**src/rtl/fifo_ctl_64x16_pkg.sv**
```systemverilog
// Shared geometry for the 64x16 FIFO controller and its distributed memory.
package fifo_ctl_64x16_pkg;

    localparam int unsigned FIFO64_DEPTH = 64;
    localparam int unsigned FIFO64_AW    = 6;
    localparam int unsigned FIFO64_CW    = 7;
    localparam int unsigned FIFO64_DW    = 16;

endpackage : fifo_ctl_64x16_pkg

```
**src/rtl/xil_dmem_tp_64x16.sv**
```systemverilog
// 64x16 two-port distributed memory: synchronous write port, asynchronous read port.
module xil_dmem_tp_64x16
    import fifo_ctl_64x16_pkg::*;
(
    input  logic                 clk_wr,
    input  logic                 i_wr_en,
    input  logic [FIFO64_AW-1:0] i_wr_adr,
    input  logic [FIFO64_DW-1:0] i_wr_data,
    input  logic [FIFO64_AW-1:0] i_rd_adr,
    output logic [FIFO64_DW-1:0] o_rd_data
);

    logic [FIFO64_DW-1:0] mem [FIFO64_DEPTH];

    // Data array only; contents are deliberately not reset.
    always_ff @(posedge clk_wr) begin
        if (i_wr_en) begin
            mem[i_wr_adr] <= i_wr_data;
        end
    end

    assign o_rd_data = mem[i_rd_adr];

endmodule : xil_dmem_tp_64x16

```
**src/rtl/fifo_ctl_64x16.sv**
```systemverilog
// Single-clock 64x16 FWFT FIFO controller: pointers, occupancy, status and sticky error flags.
module fifo_ctl_64x16
    import fifo_ctl_64x16_pkg::*;
#(
    parameter int unsigned AFULL_THRESH = 48
) (
    input  logic                 clk,
    input  logic                 rst_n,
    input  logic                 i_clr,
    input  logic [FIFO64_DW-1:0] i_wr_data,
    input  logic                 i_wr_en,
    output logic                 o_full,
    output logic                 o_afull,
    input  logic                 i_rd_en,
    output logic [FIFO64_DW-1:0] o_rd_data,
    output logic                 o_empty,
    output logic [FIFO64_CW-1:0] o_words,
    output logic                 o_ovf,
    output logic                 o_unf
);

    if ((AFULL_THRESH < 1) || (AFULL_THRESH > FIFO64_DEPTH)) begin : g_bad_thresh
        $error("fifo_ctl_64x16: AFULL_THRESH out of range 1..64");
    end

    logic [FIFO64_AW-1:0] wr_ptr, wr_ptr_nxt;
    logic [FIFO64_AW-1:0] rd_ptr, rd_ptr_nxt;
    logic [FIFO64_CW-1:0] cnt, cnt_nxt;
    logic                 push, pop, wr_strobe;
    logic                 ovf_nxt, unf_nxt;
    logic [FIFO64_DW-1:0] mem_rd_data;

    // Acceptance uses the registered flags; a flush overrides both requests.
    always_comb begin
        push       = i_wr_en & ~o_full;
        pop        = i_rd_en & ~o_empty;
        wr_strobe  = push & ~i_clr;
        wr_ptr_nxt = wr_ptr;
        rd_ptr_nxt = rd_ptr;
        cnt_nxt    = cnt;
        ovf_nxt    = o_ovf;
        unf_nxt    = o_unf;
        if (i_clr) begin
            wr_ptr_nxt = '0;
            rd_ptr_nxt = '0;
            cnt_nxt    = '0;
            ovf_nxt    = 1'b0;
            unf_nxt    = 1'b0;
        end else begin
            if (push) begin
                wr_ptr_nxt = wr_ptr + FIFO64_AW'(1);
            end
            if (pop) begin
                rd_ptr_nxt = rd_ptr + FIFO64_AW'(1);
            end
            case ({push, pop})
                2'b10:   cnt_nxt = cnt + FIFO64_CW'(1);
                2'b01:   cnt_nxt = cnt - FIFO64_CW'(1);
                default: cnt_nxt = cnt;
            endcase
            ovf_nxt = o_ovf | (i_wr_en & o_full);
            unf_nxt = o_unf | (i_rd_en & o_empty);
        end
    end

    always_ff @(posedge clk or negedge rst_n) begin
        if (!rst_n) begin
            wr_ptr  <= '0;
            rd_ptr  <= '0;
            cnt     <= '0;
            o_full  <= 1'b0;
            o_empty <= 1'b1;
            o_afull <= 1'b0;
            o_ovf   <= 1'b0;
            o_unf   <= 1'b0;
        end else begin
            wr_ptr  <= wr_ptr_nxt;
            rd_ptr  <= rd_ptr_nxt;
            cnt     <= cnt_nxt;
            o_full  <= (cnt_nxt == FIFO64_CW'(FIFO64_DEPTH));
            o_empty <= (cnt_nxt == '0);
            o_afull <= (cnt_nxt >= FIFO64_CW'(AFULL_THRESH));
            o_ovf   <= ovf_nxt;
            o_unf   <= unf_nxt;
        end
    end

    xil_dmem_tp_64x16 u_mem (
        .clk_wr    (clk),
        .i_wr_en   (wr_strobe),
        .i_wr_adr  (wr_ptr),
        .i_wr_data (i_wr_data),
        .i_rd_adr  (rd_ptr),
        .o_rd_data (mem_rd_data)
    );

    // Stale memory is never exposed while the FIFO is empty.
    assign o_rd_data = o_empty ? '0 : mem_rd_data;
    assign o_words   = cnt;

endmodule : fifo_ctl_64x16

```
**config.mk**
```make
export PLATFORM = sky130hd
export DESIGN_NAME = fifo_ctl_64x16
export DESIGN_NICKNAME = d
export VERILOG_FILES = /design/src/rtl/fifo_ctl_64x16_pkg.sv /design/src/rtl/xil_dmem_tp_64x16.sv /design/src/rtl/fifo_ctl_64x16.sv
export SDC_FILE = /design/constraint.sdc
export NUM_CORES = 1
export LEC_CHECK = 0
export ABC_CLOCK_PERIOD_IN_PS = 4200
export BUFFER_PORTS_ARGS = -buffer_cell sky130_fd_sc_hd__buf_2
export CORE_ASPECT_RATIO = 0.7
export CORE_MARGIN = 2
export CORE_UTILIZATION = 25
export CTS_CLUSTER_SIZE = 8
export DETAILED_ROUTE_END_ITERATION = 6
export PLACE_DENSITY_LB_ADDON = 0.2
export SETUP_SLACK_MARGIN = 0.5
export SYNTH_ARGS = -nofsm -noshare
export SYNTH_HDL_FRONTEND = slang
export SYNTH_SLANG_ARGS = --single-unit
```
**constraint.sdc**
```tcl
create_clock -name clk -period 4.2 [get_ports clk]
set_input_delay 0.42 -clock clk [delete_from_list [all_inputs] [get_ports clk]]
set_output_delay 0.42 -clock clk [all_outputs]
set_load 0.005 [all_outputs]
```
==> impl_metrics.py, run 1 <==
metrics = {
    "power": {
        "cellPowerDensity_nw_per_um2": 535,
        "p_clk_frac": 0.395,
        "p_int_mw": 20.4,
        "leakagePower_nw": 15.9,
        "p_seq_frac": 0.430,
        "swShare": 0.247,
        "power_frac_comb": 0.175,
        "ir_drop_mv": 0.380,
        "p_sw_mw": 6.70,
    },
    "cts": {
        "clockBufferDepth": 3,
        "cts_made_buffers": 148,
        "cts.sinks": 1048,
        "clkTransAtPathRegs_ns": 0.05,
        "root_buffer": "clkbuf_16",
        "clk_latency_ns": 0.76,
        "cts_tree": "yes",
        "htree_levels": 4,
    },
    "floorplanning": {
        "start_util": 0.251,
        "pin_count": 49,
        "die_w_um": 487,
        "num_rows": 124,
        "die_height_um": 342,
        "die-area_um2": 167000,
        "core_area_um2": 163000,
    },
    "logic_synthesis": {
        "synth.yosys.seq_area_share": 0.768,
        "synth_nets": 1935,
        "synth_edf_count": 1024,
        "ys.flop_type": "edfxtp_1",
        "ys_types": 54,
        "yosysWarnings": 0,
        "synthCells": 1910,
        "syn_area_per_cell_um2": 21.4,
        "ys_ff_latch": 1048,
        "async_flop_share": 0.0229,
        "netlist_area_um2": 40800,
    },
    "worst_setup_path": {
        "cp-startpoint": "rd_ptr[0]$_DFFE_PN0P_",
        "r2r-start": "o_full$_DFF_PN0_",
        "path_cells": "buf_12 > buf_8 > buf_16 > buf_4 > mux4_2 > mux2i_1 > o2111ai_1 > o211ai_1 > o21ai_1 > buf_2",
        "cp-start-kind": "flop",
        "worstPathArrival_ns": 3.52,
        "critical_path.slowest_cell": "dfrtp_4",
        "endpoint_kind": "output port",
        "critical_path_required_ns": 3.78,
        "critical_path.max_stage_delay_ns": 0.51,
        "cp_max_fo": 6,
        "critPathKind": "flop to output port",
    },
    "layout": {
        "fillers": 15534,
        "layout-drive-gt1-share": 0.365,
        "fin_area_um2": 50700,
        "syn2layout_area_growth_pct": 24.1,
        "register_area_um2": 31400,
        "multi_input_area_um2": 9500,
        "nNetsFinal": 2274,
    },
    "timing": {
        "timing.hold.ws_ns": 0.0826,
        "timing.final.crit_share": 0.937,
        "finalSetupTns_ns": 0,
        "fin_crit_ns": 3.94,
        "tightest_slew_ns": 1.11,
        "max_clock_freq_mhz": 254,
        "setup_viol": 0,
        "slew_viol_final": 0,
        "rsz0062_at_grt": "yes",
        "clock_skew_ns": 0.0237,
        "slew-limit-headroom": 0.262,
        "hold_viol": 0,
    },
    "drt": {
        "ant_nets": 0,
        "drc": 0,
        "vias_per_cell": 4.82,
        "vias": 21390,
        "routed_wl_um": 125000,
        "drt_iter0_drc": 2455,
        "routedWlPerCell_um": 28.2,
        "drtPass1Iterations": 6,
    },
    "global_route": {
        "grt_pass1_vias": 21398,
        "grt.overflow.total": 0,
        "antenna_found_initial": 18,
        "grt_max_degree": 65,
        "grt_pass1_wl_um": 172000,
        "grt_use_total": 0.148,
    },
    "place": {
        "io_buffer_count": 48,
        "placed_cell_area_um2": 44600,
        "dp_hpwl_um": 74800,
        "gp_congestion": 0.801,
    },
    "job": {
        "cap_violations": 0,
    },
    "worst_hold_path": {
        "hold_start": "i_wr_data[13]",
        "worst_hold_path_type": "input port to flop",
    },
    "run_status": {
        "status": "finished clean",
    },
}
-- power by group through the flow --
stage          registers [mW]  clock network [mW]  logic, mW
6_report                 11.7                10.7       4.73
3_3_place_gp             11.9                   0       3.56
3_5_place_dp             11.9                   0       3.57
4_1_cts                  11.7                11.0       4.46
2_1_floorplan            11.8                   0       2.24
5_1_grt                  11.7                11.4       5.00
-- cell usage after synthesis (6+ instances only) --
cell type	n	area share
edfxtp_1	1024	0.75
mux4_2	269	0.15
nor2_1	126	0.012
nand2_1	99	0.0091
mux2i_1	50	0.012
clkbuf_1	41	0.0038
buf_2	34	0.0042
dfrtp_1	23	0.014
buf_4	22	0.0040
o211ai_1	21	0.0039
o21ai_0	19	0.0023
o2111ai_1	18	0.0039
a221oi_1	16	0.0034
a32oi_1	14	0.0030
o22ai_1	14	0.0021
a21oi_1	13	0.0016
buf_1	13	0.0012
xnor2_1	8	0.0017
inv_1	6	0.00055
nand3_1	6	0.00074
-- through the flow --
step | setup WS [ns] | util | power [mW] | cells
4_1_cts | 0.184 | 0.308 | 27.1 | 4408
2_1_floorplan | 1.68 | - | 14.0 | 1910
5_1_grt | 0.209 | 0.311 | 28.1 | 4431
6_report | 0.264 | 0.311 | 27.1 | 4434
3_3_place_gp | 0.435 | 0.274 | 15.5 | 4147
3_5_place_dp | 0.427 | 0.274 | 15.5 | 4147
-- state kept, by name (all words and copies together) (netlist names) --
| name | count |
|---|---|
| u_mem.mem | 1024 |
| o_full | 1 |
| o_ovf | 1 |
| o_words | 7 |
| o_empty | 1 |
| o_unf | 1 |
| rd_ptr | 6 |
| wr_ptr | 6 |
| o_afull | 1 |
-- area by class of cell --
class	instances	area share
antenna	4	0.000197
clock buffer	180	0.0771
clock inverter	9	0.00252
inverter	7	0.00104
multi-input combinational	741	0.187
sequential	1048	0.619
tap	2142	0.0529
timing repair buffer	302	0.0600
timing repair inverter	1	0.000222
-- layer usage --
metal / track usage / wire length (µm) / vias to the layer above
li1: - / - / 8671
met1: 0.226 / 60100 / 11667
met2: 0.202 / 51600 / 862
met3: 0.0394 / 10600 / 186
met4: 0.0450 / 2880 / 4
met5: 0 / 27 / -
-- layout by cell type, fill, tap and decap left out, types with 6 or more instances in the layout --
cell and count:
a21oi_1 11, a221oi_1 15, a32oi_1 7, a32oi_2 7
buf_12 23, buf_16 19, buf_2 45, buf_4 183
buf_6 14, buf_8 9, clkbuf_1 28, clkbuf_16 157
dfrtp_1 20, edfxtp_1 1024, mux2i_1 25, mux2i_2 11
mux2i_4 14, mux4_2 269, nand2_1 92, nand2_2 7
nor2_1 104, nor2_2 20, o2111ai_1 8, o2111ai_4 8
o211ai_1 21, o21ai_1 9, o21ai_2 6, o22ai_1 12
xnor2_1 8
-- path summary, 6_finish.rpt --
path / to / slack, ns / cells after the start
min in group asynchronous: o_words[3]$_DFF_PN0_ / 0.22 / 2
hold reg to reg: o_ovf$_DFF_PN0_ / 0.50 / 2
max in group asynchronous: rd_ptr[1]$_DFFE_PN0P_ / 3.51 / 2
hold / removal: u_mem.mem[12][13]$_DFFE_PP_ / 0.08 / 1
setup / recovery: o_rd_data[9] / 0.26 / 10
setup reg to reg: u_mem.mem[18][4]$_DFFE_PP_ / 1.27 / 6
-- worst max-delay path: cells and delay by family, from the launching register on --
kind,cells,cell delay (ns)
AO/OA/AOI/OAI,3,0.67
buffers and inverters,5,0.76
flip-flops,1,0.51
multiplexers,2,0.81
-- kinds of logic (layout without fill, tap and decap cells) --
logic type | count (synthesis) | in the layout | synth area share
AND/OR/NAND/NOR | 265 | 265 | 0.0272
other | 0 | 4 | 0
XOR/XNOR | 13 | 13 | 0.00279
buffers and inverters | 121 | 499 | 0.0149
flip-flops | 1048 | 1048 | 0.768
multiplexers | 322 | 322 | 0.161
adder cells (fa/ha/maj) | 4 | 4 | 0.00123
AO/OA/AOI/OAI | 137 | 137 | 0.0246
-- repair_timing --
item	CTS	global route
hold buffers	4	0
setup endpoints to repair	16	16
buffers inserted	59	16
endpoints found under the hold margin	31	0
pin swaps	22	23
cloned	9	6
gates resized for setup	129	57
Note: power is estimated with default switching activity, not from simulation.
==> run 2, diff against run 1 <==
==> constraint.sdc (replaced) <==
create_clock -name clk -period 4.2 [get_ports clk]
set_input_delay 0.84 -clock clk [delete_from_list [all_inputs] [get_ports clk]]
set_output_delay 0.84 -clock clk [all_outputs]
set_load 0.005 [all_outputs]
==> run 2 against run 1 <==
Compared with the run above: the run now ends with setup timing left; sequential share of layout area up 0.51 points; sequential cell count unchanged; sequential power about the same; utilization down 0.26 points; worst hold slack better by 0.032 ns; register-to-register slack worse by 0.11 ns; total power down 0.68%; routed wire length down 2.2%; critical endpoint unchanged; largest power group unchanged; highest routed layer unchanged.
==> impl_metrics.py, run 2 (synthesis gave the netlist of run 1 again) <==
metrics = {
    "run_status": {
        "status": "finished with violations",
        "violations": "setup timing",
    },
    "worst_setup_path": {
        "critical_path.max_stage_delay_ns": 0.64,
        "cp_max_fo": 6,
        "path_cells": "buf_12 > buf_16 > buf_12 > mux4_2 > nor2_2 > o22ai_1 > o211ai_1 > o21ai_1 > buf_2",
        "critical_path.slowest_cell": "o211ai_1",
        "endpoint_kind": "output port",
        "critical_path_required_ns": 3.36,
        "worstPathArrival_ns": 3.47,
        "critPathKind": "flop to output port",
        "cp_common_cell": "buf_12",
        "cp-start-kind": "flop",
    },
    "layout": {
        "layout-drive-gt1-share": 0.360,
        "fin_area_um2": 50300,
        "top_register": "u_mem.mem",
        "largest_reg_flops": 1024,
        "fillers": 15578,
        "final_cells": 4432,
        "nNetsFinal": 2265,
        "final_cell_mix": "edfxtp_1 (1024), mux4_2 (269), buf_4 (193)",
        "layout_commonest_cell": "edfxtp_1",
        "post-route-util": 0.309,
        "syn2layout_area_growth_pct": 23.1,
    },
    "global_route": {
        "antenna_found_initial": 13,
        "grt_pass1_wl_um": 171000,
        "grt.overflow.total": 0,
        "grtUsageMet2": 0.203,
        "grt_util_met3": 0.0337,
        "grt_use_total": 0.147,
        "grt_pass1_vias": 21432,
        "grt_max_degree": 53,
        "busiest_layer": "met1",
        "use_met1": 0.226,
    },
    "floorplanning": {
        "die_w_um": 487,
        "pin_count": 49,
        "start_util": 0.251,
        "core_area_um2": 163000,
        "num_rows": 124,
        "die_height_um": 342,
        "die-area_um2": 167000,
    },
    "timing": {
        "timing.hold.ws_ns": 0.115,
        "hold_viol": 0,
        "finalSetupTns_ns": -0.778,
        "max_clock_freq_mhz": 232,
        "slew_viol_final": 0,
        "rsz0062_at_grt": "yes",
        "tightest_slew_ns": 1.22,
        "slew-limit-headroom": 0.187,
        "setup_viol": 14,
        "setup_slack_ns": -0.115,
        "timing.final.crit_share": 1.03,
        "clock_skew_ns": 0.0231,
        "fin_crit_ns": 4.31,
    },
    "cts": {
        "root_buffer": "clkbuf_16",
        "cts.sinks": 1048,
        "clkTransAtPathRegs_ns": 0.05,
        "cts_made_buffers": 148,
        "clk_latency_ns": 0.76,
        "cts_tree": "yes",
        "clockBufferDepth": 3,
        "htree_levels": 4,
        "cts_hold_buf": 0,
    },
    "drt": {
        "ant_nets": 0,
        "vias": 20928,
        "vias_per_cell": 4.72,
        "routedWlPerCell_um": 27.6,
        "drt_iter0_drc": 2461,
        "routed_wl_um": 122000,
        "drtPass1Iterations": 5,
        "drc": 0,
    },
    "power": {
        "cellPowerDensity_nw_per_um2": 536,
        "p_int_mw": 20.3,
        "leakagePower_nw": 15.9,
        "p_total_mw": 26.9,
        "power_frac_comb": 0.167,
        "p_clk_frac": 0.400,
        "swShare": 0.246,
        "p_sw_mw": 6.63,
        "p_seq_frac": 0.433,
        "ir_drop_mv": 0.425,
    },
    "job": {
        "cap_violations": 0,
    },
    "place": {
        "dp_hpwl_um": 74600,
        "place_ws_ns": 0.0802,
        "io_buffer_count": 48,
        "gp_congestion": 0.791,
        "placed_cells": 4162,
        "placed_cell_area_um2": 44700,
    },
    "worst_hold_path": {
        "worst_hold_path_type": "input port to async pin",
    },
}
[run 2: layer usage]
metal | part of all wire | up-vias
met3 | 0.066 | 172
met5 | 0.00040 | -
met2 | 0.42 | 704
li1 | - | 8628
met4 | 0.021 | 8
met1 | 0.49 | 11416
[run 2: path summary, 6_finish.rpt]
path	start	endpoint	slack, ns	depth (start not counted)
worst max-delay path	rd_ptr[0]$_DFFE_PN0P_	o_rd_data[9]	-0.11	9
worst min-delay path	rst_n	o_words[6]$_DFF_PN0_	0.11	1
worst max register to register	o_empty$_DFF_PN1_	o_full$_DFF_PN0_	1.16	8
worst min register to register	o_unf$_DFF_PN0_	o_unf$_DFF_PN0_	0.52	2
max in group asynchronous	rst_n	rd_ptr[1]$_DFFE_PN0P_	3.58	1
min in group clk	i_wr_en	o_ovf$_DFF_PN0_	0.38	3
[run 2: power by group through the flow]
stage | registers [mW] | clock network, mW | logic, mW
after floorplan | 11.8 | 0 | 2.24
final | 11.7 | 10.8 | 4.48
after CTS | 11.7 | 11.0 | 4.38
after global routing | 11.7 | 11.5 | 4.75
after detailed placement | 11.9 | 0 | 3.67
after global placement | 11.9 | 0 | 3.65
[run 2: cell type report]
class                   count  area, µm²  share of cell area
flip-flops and latches   1048      31400               0.624
inverters                   7       52.6             0.00105
clock buffers             186       3930              0.0782
multi-input cells         741       9380               0.187
repair buffers            294       2740              0.0544
diodes                      4       10.0            0.000199
well taps                2142       2680              0.0533
clock inverters            10        121             0.00241
[run 2: worst max-delay path, delay by kind of cell (launching register included)]
kind	cells	cell delay, ns
buf+inv	4	0.64
flops	1	0.52
mux	1	0.44
compound gates	3	0.96
simple gates	1	0.17
[run 2: repair_timing]
action,CTS,global route
pin swaps,17,12
setup endpoints to repair,16,16
setup buffers,45,19
gates cloned,6,0
resized for setup,116,35
